===== src/rtl/mult_seq_pkg.sv =====
// Shared definitions for the sequential shift-add 4x4 multiplier:
// operand width, iteration count and FSM state encoding.
package mult_seq_pkg;

    localparam int W          = 4;
    localparam int MULT_ITERS = 4;

    localparam logic [1:0] ST_IDLE = 2'd0;
    localparam logic [1:0] ST_BUSY = 2'd1;
    localparam logic [1:0] ST_DONE = 2'd2;

    typedef logic [W-1:0] operand_t;

endpackage


===== src/rtl/binary_4_bit_adder_v.sv =====
// 4-bit + 4-bit unsigned adder with a 5-bit sum; the single shared
// datapath adder that the sequential multiplier reuses every iteration.
module binary_4_bit_adder_v
    import mult_seq_pkg::*;
(
    input  logic [W-1:0] i1,
    input  logic [W-1:0] i0,
    output logic [W:0]   f
);

    assign f = {1'b0, i1} + {1'b0, i0};

endmodule


===== src/rtl/multiplier_4_bit_seq_ctrl_v.sv =====
// Sequential shift-add 4x4 unsigned multiplier controller.
// One adder is time-multiplexed over up to MULT_ITERS iterations; a
// start/ready handshake accepts operands and a valid/ack handshake
// delivers the product as high/low nibbles.
// EARLY_DONE=1 finishes as soon as the unprocessed multiplier bits are zero.
// Optional: define MULT_SEQ_CYCLE_COUNT_EN to add o_cycles, the number of
// BUSY cycles used by the last result.
module multiplier_4_bit_seq_ctrl_v
    import mult_seq_pkg::*;
#(
    parameter int EARLY_DONE = 0
) (
    input  logic         i_clk,
    input  logic         i_rst,
    input  logic         i_start,
    input  logic [W-1:0] i_au,
    input  logic [W-1:0] i_bu,
    output logic         o_ready,
    output logic         o_valid,
    input  logic         i_ack,
    output logic [W-1:0] o_fu0,
    output logic [W-1:0] o_fu1
`ifdef MULT_SEQ_CYCLE_COUNT_EN
    ,
    output logic [2:0]   o_cycles
`endif
);

    logic [1:0]     state;
    operand_t       a_reg;      // multiplicand
    operand_t       q_reg;      // multiplier, shifting right; low product bits fill from the top
    operand_t       p_reg;      // running partial product, high half
    logic [1:0]     k;          // iteration index 0..3
    operand_t       add_i1;
    logic [W:0]     sum;
    logic [3:0]     rem_mask;
    logic           early_hit;
    logic [2:0]     shift_amt;
    logic [2*W-1:0] early_prod;

    // Select the addend: the multiplicand when the current multiplier bit is set.
    always_comb begin
        // NOTE: assign a default first in every always_comb so no path leaves a signal unassigned and infers a latch.
        add_i1 = '0;
        if (q_reg[0]) add_i1 = a_reg;
    end

    binary_4_bit_adder_v u_adder (
        .i1 (add_i1),
        .i0 (p_reg),
        .f  (sum)
    );

    // Remaining multiplier bits are Q[3-k:0]; once they are all zero the
    // accumulated product is {P, Q[3:4-k]}, i.e. {P,Q} >> (4-k).
    assign rem_mask   = 4'hF >> k;
    assign early_hit  = (EARLY_DONE != 0) && ((q_reg & rem_mask) == 4'd0);
    assign shift_amt  = 3'(MULT_ITERS) - {1'b0, k};
    assign early_prod = {p_reg, q_reg} >> shift_amt;

    assign o_ready = (state == ST_IDLE);
    assign o_valid = (state == ST_DONE);

    // FSM, shift registers and result registers; reset discards any operation in flight.
    always_ff @(posedge i_clk) begin
        // NOTE: sequential state uses non-blocking assignments so every register samples pre-edge values.
        if (i_rst) begin
            state    <= ST_IDLE;
            a_reg    <= '0;
            q_reg    <= '0;
            p_reg    <= '0;
            k        <= '0;
            o_fu0    <= '0;
            o_fu1    <= '0;
`ifdef MULT_SEQ_CYCLE_COUNT_EN
            o_cycles <= '0;
`endif
        end else begin
            case (state)
                ST_IDLE: begin
                    if (i_start) begin
                        a_reg <= i_au;
                        q_reg <= i_bu;
                        p_reg <= '0;
                        k     <= '0;
                        state <= ST_BUSY;
                    end
                end
                ST_BUSY: begin
                    if (early_hit) begin
                        {o_fu1, o_fu0} <= early_prod;
`ifdef MULT_SEQ_CYCLE_COUNT_EN
                        o_cycles <= {1'b0, k} + 3'd1;
`endif
                        state <= ST_DONE;
                    end else begin
                        p_reg <= sum[W:1];
                        q_reg <= {sum[0], q_reg[W-1:1]};
                        k     <= k + 2'd1;
                        if (k == 2'(MULT_ITERS - 1)) begin
                            o_fu1 <= sum[W:1];
                            o_fu0 <= {sum[0], q_reg[W-1:1]};
`ifdef MULT_SEQ_CYCLE_COUNT_EN
                            o_cycles <= 3'(MULT_ITERS);
`endif
                            state <= ST_DONE;
                        end
                    end
                end
                ST_DONE: begin
                    if (i_ack) state <= ST_IDLE;
                end
                default: state <= ST_IDLE;
            endcase
        end
    end

endmodule


===== config.mk =====
export PLATFORM = sky130hd
export DESIGN_NAME = multiplier_4_bit_seq_ctrl_v
export DESIGN_NICKNAME = d
export VERILOG_FILES = /design/src/rtl/mult_seq_pkg.sv /design/src/rtl/binary_4_bit_adder_v.sv /design/src/rtl/multiplier_4_bit_seq_ctrl_v.sv
export SDC_FILE = /design/constraint.sdc
export NUM_CORES = 1
export LEC_CHECK = 0
export BUFFER_PORTS_ARGS = -buffer_cell sky130_fd_sc_hd__buf_4
export CAP_MARGIN = 20
export CELL_PAD_IN_SITES_DETAIL_PLACEMENT = 0
export CELL_PAD_IN_SITES_GLOBAL_PLACEMENT = 2
export CORE_ASPECT_RATIO = 0.9
export CORE_MARGIN = 10
export CORE_UTILIZATION = 28
export DETAILED_ROUTE_END_ITERATION = 16
export PLACE_DENSITY = 0.75
export SLEW_MARGIN = 30
export SYNTH_ARGS = -nofsm -noshare
export SYNTH_HDL_FRONTEND = slang
export SYNTH_SLANG_ARGS = --single-unit
export TNS_END_PERCENT = 30

===== constraint.sdc =====
create_clock -name i_clk -period 2.9 [get_ports i_clk]
set_clock_uncertainty 0.15 [all_clocks]
set_input_delay 0.29 -clock i_clk [delete_from_list [all_inputs] [get_ports i_clk]]
set_output_delay 0.29 -clock i_clk [all_outputs]
set_load 0.05 [all_outputs]

==> flow_metrics.env <==
export IMPL_firstDrtPassIters=4
export IMPL_n_fill_cell=398
export IMPL_ys_seq_elements=24
export IMPL_critPathArrivalTime_ns=1.88
export IMPL_met2WireLength_um=1160
export IMPL_antenna_found_initial=0
export IMPL_vdd_drop_max_v=0.000233
export IMPL_synth_warnings=0
export IMPL_p_sw_mw=0.160
export IMPL_cts_resized=0
export IMPL_synth_avg_cell_area_um2=8.68
export IMPL_routedWlPerCell_um=14.0
export IMPL_critPathSlowestCell="fa_1"
export IMPL_placementRows=21
export IMPL_drc=0
export IMPL_dp_cells=188
export IMPL_start_util_pct=29.6
export IMPL_cts_tree="done"
export IMPL_r2r_end="p_reg[3]"
export IMPL_clk_pin_slew_worst_paths_ns=0.09
export IMPL_fp_coreArea_um2=3810
export IMPL_die_area_um2=6970
export IMPL_drt_iter0_markers=57
export IMPL_crit_fanout=5
export IMPL_synth_area_top_cells="dfxtp_1 (43%), nand2_1 (8.0%), a21oi_1 (6.2%)"
export IMPL_worst_ep_required_time_ns=2.90
export IMPL_crit_cells=6
export IMPL_synthCells=130
export IMPL_status="complete, no violations"
export IMPL_wl_met3_um=192
export IMPL_crit_type="reg2reg"
export IMPL_slew_viol_final=0
export IMPL_ioPinCount=22
export IMPL_diodes=0
export IMPL_vias=951
export IMPL_top_layer_used="met4"
export IMPL_via_per_inst=4.95
export IMPL_comb_power_share_pct=10.6
export IMPL_port_buffers=21
export IMPL_wirelength_um=2680
export IMPL_fin_setup_tns_ns=0
export IMPL_critical_path_max_stage_delay_ns=0.43
export IMPL_final_cell_mix="nand2_1 (24), dfxtp_1 (24), buf_4 (21)"
export IMPL_whs_endpoint="state[1]"
export IMPL_startpoint_type="flop"
export IMPL_critical_path_top_delay_family="adder cells"
export IMPL_powerDensity_nw_per_um2=482
export IMPL_reg2reg_slack_ns=1.02
export IMPL_synth_top_area_share_pct=42.6
export IMPL_clkPwrFrac_pct=35.4
export IMPL_crit_path_end_kind="flop"
export IMPL_hold_buffers=0
export IMPL_tightest_slew_ns=0.659
export IMPL_grt_pass1_wl_um=4570
export IMPL_syn_nets=148
export IMPL_clock_sinks=24
export IMPL_drv_cap=0
export IMPL_hp_start="i_ack"
export IMPL_netlist_area_um2=1130
export IMPL_internal_power_mw=0.490
export IMPL_cts_buffers=3
export IMPL_pwr_share_seq_pct=54.0
export IMPL_synth_distinct_cells=36
export IMPL_htreeDepth=1
export IMPL_grtUsageTotal_pct=8.05
export IMPL_hold_class="in2reg"
export IMPL_drtAntennaViolNets=0
export IMPL_rsz0062_at_grt="no"
export IMPL_whs_path_depth=3
export IMPL_synth_ff_type="dfxtp_1"
export IMPL_worstReg2RegStart="q_reg[0]"
export IMPL_critical_path_n_buffers_inverters=0
export IMPL_nets=165
export IMPL_setup_viol=0
export IMPL_grt_max_degree=29
export IMPL_path_cells="and2_1, ha_1, fa_1, a21o_1, a21oi_1, o32ai_1"
export IMPL_ctsLongestPathBuffers=2
export IMPL_grt_overflow_total=0
export IMPL_layout_drive_gt1_share_pct=19.2
export IMPL_p_leak_nw=0.584
export IMPL_max_freq_ghz=0.531
export IMPL_swShare_pct=24.6
export IMPL_fin_crit_ns=1.88
export IMPL_area_delta_synth_final_pct=19.5
export IMPL_period_share_pct=64.9
export IMPL_die_w_um=86.9
export IMPL_synth_edff_count=0
export IMPL_finalPower_mw=0.650
export IMPL_clkLatencyLatePin_ns=0.27
export IMPL_grt_pass1_vias=989
export IMPL_dpl_hpwl_um=1980
export IMPL_yosys_area_top_type="dfxtp_1"
export IMPL_wl_met1_um=1320
export IMPL_dieHeight_um=80.2
export IMPL_stdcell_count=192
export IMPL_slew_headroom_pct=56.0
export IMPL_post_cts_buffers=0
export IMPL_reg2regPathDepth=6
export IMPL_ys_seq_area_share_pct=42.6
export IMPL_place_congestion=0.876
export IMPL_clockRootBuffer="clkbuf_8"
export IMPL_hold_viol=0
export IMPL_async_flop_share_pct=0
[cells by family after synthesis]
family	share of synthesized area (%)
AO/OA/AOI/OAI	17.1
XOR/XNOR	0.776
adder cells (fa/ha/maj)	7.32
buffers and inverters	4.77
flip-flops	42.6
multiplexers	0.887
AND/OR/NAND/NOR	26.6
[per-stage QoR]
step                setup WS [ns]  area [um2]  utilization [%]  hold slack (ns)
floorplan                    1.12        1130                -            0.282
global placement             1.06        1290             34.0            0.294
detailed placement           1.03        1290             34.0            0.298
CTS                          1.01        1350             35.4            0.129
global route                0.904        1350             35.4            0.132
finish                       1.02        1350             35.4            0.133
[power by group through the flow]
stage | Combinational, mW | Sequential (mW) | Clock [mW]
after floorplan | 0.0527 | 0.355 | 0
final | 0.0690 | 0.351 | 0.230
after detailed placement | 0.0697 | 0.359 | 0
after global placement | 0.0698 | 0.358 | 0
after global routing | 0.0775 | 0.353 | 0.249
after CTS | 0.0700 | 0.351 | 0.241
[routing by layer]
metal	vias up	track usage, %
met5	-	0
met4	0	1.94
met3	2	4.04
met2	21	12.7
met1	441	9.46
li1	487	-
[layout make-up]
class / instances / area (um2) / area share [%]
flip-flops and latches: 24 / 480 / 35.6
inverters: 1 / 3.75 / 0.278
multi-input cells: 96 / 594 / 44.1
clock buffers: 4 / 55.1 / 4.08
repair buffers: 21 / 158 / 11.7
well taps: 46 / 57.6 / 4.27
[synthesized netlist by cell type, types with 2 or more instances]
library cell	n
nand2_1	24
clkbuf_1	3
a311oi_1	4
ha_1	5
a2111o_1	2
nand4_1	2
nor2_1	10
a21oi_1	14
buf_2	3
dfxtp_1	24
and2_1	4
nor2b_1	2
nand3_1	8
nand2b_1	3
[how the worst max path moves through the flow]
stage | start | end
detailed placement | q_reg[0] | p_reg[3]
CTS | q_reg[0] | p_reg[3]
global route | q_reg[0] | p_reg[3]
global placement | q_reg[0] | p_reg[3]
floorplan | q_reg[0] | o_fu1[3]
finish | q_reg[0] | p_reg[3]
[tightest hold or removal path, cell delays in order]
cell      delay, ns
buf_4          0.07
nand2b_1       0.09
a21oi_1        0.06
Power figures use the tool's default switching activity.
